[src/rtl/fg_pkg.sv]
// fg_pkg: shared widths, generator mode codes, step record and sequencer states
package fg_pkg;
  localparam int MODE_W = 3;
  localparam int DW = 16;
  typedef enum logic [MODE_W-1:0] {
    FG_OFF, FG_SINE, FG_SQUARE, FG_TRIANGLE, FG_SAWTOOTH, FG_RAMP_DN, FG_NOISE, FG_DC
  } fg_mode_e;
  typedef struct packed {
    logic [MODE_W-1:0] mode;
    logic [DW-1:0]     dwell;
  } fg_step_t;
  typedef enum logic {IDLE, RUN} fg_state_e;
  localparam fg_step_t STEP_RST = '{mode: '0, dwell: DW'(1)};
endpackage

[src/rtl/fg_step_table.sv]
// fg_step_table: step register file, one sync write port, one async read port
module fg_step_table import fg_pkg::*; #(
  parameter int DEPTH = 8,
  localparam int AW = $clog2(DEPTH)
) (
  input  logic          clk,
  input  logic          rst_n_i,
  input  logic          we_i,
  input  logic [AW-1:0] wa_i,
  input  fg_step_t      wd_i,
  input  logic [AW-1:0] ra_i,
  output fg_step_t      rd_o
);
  fg_step_t mem_q [DEPTH];
  always_ff @(posedge clk or negedge rst_n_i)
    if (!rst_n_i) for (int i = 0; i < DEPTH; i++) mem_q[i] <= STEP_RST;
    else if (we_i) mem_q[wa_i] <= wd_i;
  assign rd_o = mem_q[ra_i];
endmodule

[src/rtl/fg_sequencer.sv]
// fg_sequencer: plays (mode, dwell) steps onto the functionGenerator status input
module fg_sequencer import fg_pkg::*; #(
  parameter int                DEPTH     = 8,
  parameter logic [MODE_W-1:0] IDLE_MODE = FG_OFF,
  localparam int AW = $clog2(DEPTH)
) (
  input  logic              clk,
  input  logic              rst,
  input  logic              start,
  input  logic              stop,
  input  logic              loop_en,
  input  logic [AW:0]       num_steps,
  input  logic              wr_en,
  input  logic [AW-1:0]     wr_addr,
  input  logic [MODE_W-1:0] wr_mode,
  input  logic [DW-1:0]     wr_dwell,
  output logic [MODE_W-1:0] status,
  output logic              busy,
  output logic [AW-1:0]     step_idx,
  output logic              step_pulse,
  output logic              done,
  output logic              wr_err
);
  fg_state_e         state_q, state_d;
  logic [MODE_W-1:0] status_q, status_d;
  logic [DW-1:0]     cnt_q, cnt_d, rd_dwell;
  logic [AW-1:0]     idx_q, idx_d, rd_addr;
  logic [AW:0]       n_q, n_d;
  logic              busy_q, busy_d, pulse_q, pulse_d, done_q, done_d, werr_q, werr_d;
  logic              last;
  fg_step_t          rd_step, wr_step;
  assign wr_step = '{mode: wr_mode, dwell: wr_dwell};
  fg_step_table #(.DEPTH(DEPTH)) u_table (
    .clk     (clk),
    .rst_n_i (rst),
    .we_i    (wr_en && state_q == IDLE),
    .wa_i    (wr_addr),
    .wd_i    (wr_step),
    .ra_i    (rd_addr),
    .rd_o    (rd_step)
  );
  // the single read port always looks at the entry that would be entered next
  assign last     = ({1'b0, idx_q} + (AW+1)'(1)) == n_q;
  assign rd_addr  = (state_q == IDLE || last) ? '0 : idx_q + 1'b1;
  assign rd_dwell = (rd_step.dwell == '0) ? DW'(1) : rd_step.dwell;
  always_comb begin
    state_d  = state_q;
    status_d = status_q;
    cnt_d    = cnt_q;
    idx_d    = idx_q;
    n_d      = n_q;
    busy_d   = busy_q;
    pulse_d  = 1'b0;
    done_d   = 1'b0;
    werr_d   = wr_en && state_q == RUN;
    if (state_q == IDLE) begin
      if (start && num_steps != '0) begin
        state_d  = RUN;
        busy_d   = 1'b1;
        n_d      = (num_steps > (AW+1)'(DEPTH)) ? (AW+1)'(DEPTH) : num_steps;
        status_d = rd_step.mode;
        cnt_d    = rd_dwell;
        idx_d    = '0;
        pulse_d  = 1'b1;
      end
    end else if (stop) begin
      state_d  = IDLE;
      status_d = IDLE_MODE;
      busy_d   = 1'b0;
      cnt_d    = '0;
    end else if (cnt_q > DW'(1)) begin
      cnt_d = cnt_q - 1'b1;
    end else if (!last || loop_en) begin
      status_d = rd_step.mode;
      cnt_d    = rd_dwell;
      idx_d    = rd_addr;
      pulse_d  = 1'b1;
    end else begin
      state_d  = IDLE;
      status_d = IDLE_MODE;
      busy_d   = 1'b0;
      done_d   = 1'b1;
      cnt_d    = '0;
    end
  end
  always_ff @(posedge clk or negedge rst)
    if (!rst) begin
      state_q  <= IDLE;
      status_q <= IDLE_MODE;
      cnt_q    <= '0;
      idx_q    <= '0;
      n_q      <= '0;
      busy_q   <= 1'b0;
      pulse_q  <= 1'b0;
      done_q   <= 1'b0;
      werr_q   <= 1'b0;
    end else begin
      state_q  <= state_d;
      status_q <= status_d;
      cnt_q    <= cnt_d;
      idx_q    <= idx_d;
      n_q      <= n_d;
      busy_q   <= busy_d;
      pulse_q  <= pulse_d;
      done_q   <= done_d;
      werr_q   <= werr_d;
    end
  assign status     = status_q;
  assign busy       = busy_q;
  assign step_idx   = idx_q;
  assign step_pulse = pulse_q;
  assign done       = done_q;
  assign wr_err     = werr_q;
endmodule

[config.mk]
export PLATFORM = sky130hd
export DESIGN_NAME = fg_sequencer
export DESIGN_NICKNAME = d
export VERILOG_FILES = /design/src/rtl/fg_pkg.sv /design/src/rtl/fg_step_table.sv /design/src/rtl/fg_sequencer.sv
export SDC_FILE = /design/constraint.sdc
export NUM_CORES = 1
export LEC_CHECK = 0
export BUFFER_PORTS_ARGS = -buffer_cell sky130_fd_sc_hd__clkbuf_2
export CORE_UTILIZATION = 60
export CTS_CLUSTER_DIAMETER = 200
export DETAILED_ROUTE_END_ITERATION = 8
export PLACE_DENSITY_LB_ADDON = 0.2
export SLEW_MARGIN = 15
export SYNTH_ARGS = -nofsm -noshare
export SYNTH_HDL_FRONTEND = slang
export SYNTH_HIERARCHICAL = 1
export SYNTH_SLANG_ARGS = --single-unit
[constraint.sdc]
create_clock -name clk -period 8.7 [get_ports clk]
set_input_delay 0.435 -clock clk [delete_from_list [all_inputs] [get_ports clk]]
set_output_delay 0.435 -clock clk [all_outputs]
set_load 0.01 [all_outputs]
==> impl_results.md <==
* Global-route wire length before repair at 31700 um
* Setup tns final at 0 ps
* Clock buffers created by TritonCTS at 17
* Number of routed nets with antenna violations at 0
* Standby leakage power at 4.38 nW
* Area of the mapped netlist at 0.00921 mm2
* Clock transition time at the flip-flop clock pins of the worst setup and hold paths at 70 ps
* GRT overflow at 0
* Total clock sinks at 183
* Via count at 5386
* Latest clock arrival within the worst-skew pair at 430 ps
* CTS tree: built
* Average detailed-routed wire length per instance at 22.6 um
* Max-Slew Margin vs Limit at 0.323
* Final-layout fill cell count at 1016
* Core area at 0.0148 mm2
* Areal power density over the cells at 286 mW/mm2
* Largest net degree at the start of global routing at 111
* Clock network fraction of design power at 0.268
* Timing-limited maximum frequency at 246 MHz
* Post-Synthesis Net Count at 653
* Hold violation total from the final report at 0
* Number of diodes added for antenna fixing at 0
* Total Wirelength at 19200 um
* TritonRoute pass-1 iters at 4
* Most common cell after layout, fill and taps aside: sky130_fd_sc_hd__dfrtp_1
* Unrepaired setup endpoints after global routing: false
* Number of DRC markers in iteration 0 at 489
* Sw power at 860 uW
* Net count reported at finish at 689
* Final max-slew violation count at 0
* Startpoint Class: flip-flop
* Critical path capture point type: flip-flop
* Count of cell types in the netlist at 68
* Flop pwr share at 0.444
* Chip width at 126 um
* DIE AREA at 0.0159 mm2
* Total setup violations reported at the end of the flow at 0
* Avg Inst Size Synth at 14.9 um2
* Worst Clk Skew at 9.23 ps
* Final Instance Area at 0.0101 mm2
* Via/cell ratio at 6.34
* DRC viols at 0
* Count of state elements after synthesis at 183
* Total chip power at 2.88 mW
* Post-synth EDFFs at 0
* Minimum clock period at 4060 ps
* Starting density of the core at 0.624
* Max_cap viols at 0
* Combined global-route utilization of all metal layers at 0.264
* Cell-internal power at 2.02 mW
* Half-perimeter wire length after detailed placement at 12000 um
* Chip Height at 126 um
* Fraction of the yosys area taken by sequential cells at 0.498
* Class of the tightest hold or removal check: in -> async
* Area after DPL at 0.00951 mm2
* Top-level I/O count at 42
* Post-cts sizing count at 0
* Data arrival time of the critical path at 4420 ps
* Switching Fraction at 0.298
* Buffer depth of the longest clock path at 2
* Setup slack of the worst register-to-register path at 4640 ps
* Final worst path period share at 0.466
* Maximum fanout along the worst path at 38
* Global placer's final weighted congestion at 0.921
* Cell at the root of the clock tree: sky130_fd_sc_hd__clkbuf_16
* CTS H-Tree Depth at 4
* Syn Inst Count at 618
* Number of antenna violations at the first check in global routing at 0
* Count of synthesis-stage warnings from yosys at 6
* Most used DFF post-synth: sky130_fd_sc_hd__dfrtp_1
* Worst path required time at 9060 ps
* Outcome: complete, no violations
* Input/output buffers at 41
* Fraction of registers with async set/reset at 1.00
* Critical path class: reg -> reg
* Fraction of layout cells with a size suffix above 1 at 0.357
* Number of buffers added to fix hold violations after cts at 0
* Logic gate share of total power at 0.288
* Post-CTS repair timing setup buffer count at 0
* Worst Max-Slew Pin Slew at 1020 ps
* Vias in the first global route at 5709
* Area added between synthesis and finish at 9.53%
* Commonest cells after routing, fill and taps aside: 175 x sky130_fd_sc_hd__dfrtp_1, 77 x sky130_fd_sc_hd__mux2_1, 49 x sky130_fd_sc_hd__mux2_2
* Number of placement rows at 44
* VDD IR max at 0.196 mV
-- cell type report --
cell class	count	area, um2	area share
flip-flops and latches	183	4590	0.455
multi-input cells	395	4370	0.433
clock buffers	18	439	0.0435
repair buffers	52	294	0.0291
well taps	184	230	0.0228
clock inverters	13	146	0.0145
inverters	5	18.8	0.00186
-- power groups by stage --
stage | Sequential (mW) | Clock, mW | Combinational (mW)
global placement | 1.27 | 0 | 0.798
global route | 1.31 | 0.817 | 0.897
floorplan | 1.24 | 0 | 0.674
finish | 1.28 | 0.771 | 0.831
CTS | 1.28 | 0.783 | 0.831
detailed placement | 1.29 | 0 | 0.827
-- synth_stat cells (3+ instances only) --
master                      number  area, um2
sky130_fd_sc_hd__nor3_1          4       20.0
sky130_fd_sc_hd__clkbuf_1        5       18.8
sky130_fd_sc_hd__nand4b_1        4       35.0
sky130_fd_sc_hd__o2bb2ai_1       5       43.8
sky130_fd_sc_hd__xnor2_1         9       78.8
sky130_fd_sc_hd__buf_6           9        101
sky130_fd_sc_hd__o21ai_0         7       35.0
sky130_fd_sc_hd__nand2b_1        6       37.5
sky130_fd_sc_hd__buf_2          14       70.1
sky130_fd_sc_hd__and4bb_1        3       37.5
sky130_fd_sc_hd__nor4_1          3       18.8
sky130_fd_sc_hd__a31oi_1         3       18.8
sky130_fd_sc_hd__nor3b_1         4       30.0
sky130_fd_sc_hd__mux2i_1         9       90.1
sky130_fd_sc_hd__mux4_1          8        210
sky130_fd_sc_hd__nor3_2          3       30.0
sky130_fd_sc_hd__mux4_2         30        676
sky130_fd_sc_hd__nor2_1         23       86.3
sky130_fd_sc_hd__buf_4           4       30.0
sky130_fd_sc_hd__inv_1           5       18.8
sky130_fd_sc_hd__mux2_1         77        867
sky130_fd_sc_hd__dfstp_2         8        210
sky130_fd_sc_hd__mux2_4         48        721
sky130_fd_sc_hd__nand3b_1        3       22.5
sky130_fd_sc_hd__xor2_1          8       70.1
sky130_fd_sc_hd__ha_1            3       37.5
sky130_fd_sc_hd__o22ai_1         6       37.5
sky130_fd_sc_hd__nand2_1        17       63.8
sky130_fd_sc_hd__dfrtp_1       175       4380
sky130_fd_sc_hd__mux2_2         49        552
sky130_fd_sc_hd__and3_1          4       25.0
sky130_fd_sc_hd__nand4_1         5       31.3
sky130_fd_sc_hd__o22a_1          3       26.3
sky130_fd_sc_hd__nand3_1         8       40.0
sky130_fd_sc_hd__o32ai_1         4       35.0
-- metrics by stage --
step / hold WS [ps] / cells / util / worst slack, ps
after floorplan: 139 / 618 / - / 5470
after global placement: 458 / 819 / 0.644 / 4780
after detailed placement: 468 / 819 / 0.644 / 4650
after CTS: 179 / 850 / 0.684 / 4610
after global routing: 216 / 850 / 0.684 / 4300
final: 113 / 850 / 0.684 / 4640
-- worst paths after layout --
path / startpoint / endpoint / depth (start not counted)
min in group clk: wr_en / wr_err / 2
worst min register to register: u_table/mem_q[132] / u_table/mem_q[132] / 1
worst min-delay path: rst / u_table/mem_q[126] / 1
worst max register to register: step_idx[0] / cnt_q[0] / 14
max in group asynchronous: rst / u_table/mem_q[41] / 2
worst max-delay path: step_idx[0] / cnt_q[0] / 14
-- kinds of logic after synthesis --
logic type      Yosys count  synth area share
mux                     221             0.338
flops                   183             0.498
simple gates            100            0.0661
compound gates           54            0.0467
buf+inv                  40            0.0307
xor+xnor                 17            0.0162
fa+ha+maj                 3           0.00407
-- per-layer routing --
layer	global-route usage	part of all wire	vias up
met3	0.0518	0.042	18
met2	0.431	0.49	107
met1	0.365	0.45	2849
li1	-	-	2412
met4	0.0716	0.012	0
met5	0	0	-
-- critical path, stage by stage, from the launching register on --
cell                        delay [ps]
sky130_fd_sc_hd__dfrtp_1           490
sky130_fd_sc_hd__ha_1              290
sky130_fd_sc_hd__xnor2_1           160
sky130_fd_sc_hd__a31o_2            240
sky130_fd_sc_hd__nand2_1           150
sky130_fd_sc_hd__nand2_1           160
sky130_fd_sc_hd__nor2_4            120
sky130_fd_sc_hd__buf_4             610
sky130_fd_sc_hd__mux4_2            600
sky130_fd_sc_hd__mux2_4            300
sky130_fd_sc_hd__nor4_1            410
sky130_fd_sc_hd__a41oi_1           210
sky130_fd_sc_hd__nand2b_1          110
sky130_fd_sc_hd__a2bb2oi_1          60
sky130_fd_sc_hd__o21ai_1            70
-- sequential cells by signal (all words and copies together) (netlist names) --
signal	cells
busy	1
cnt_q	16
done	1
n_q	4
state_q	1
status	3
step_idx	3
step_pulse	1
u_table/mem_q	152
wr_err	1
Note: power is estimated with default switching activity, not from simulation.
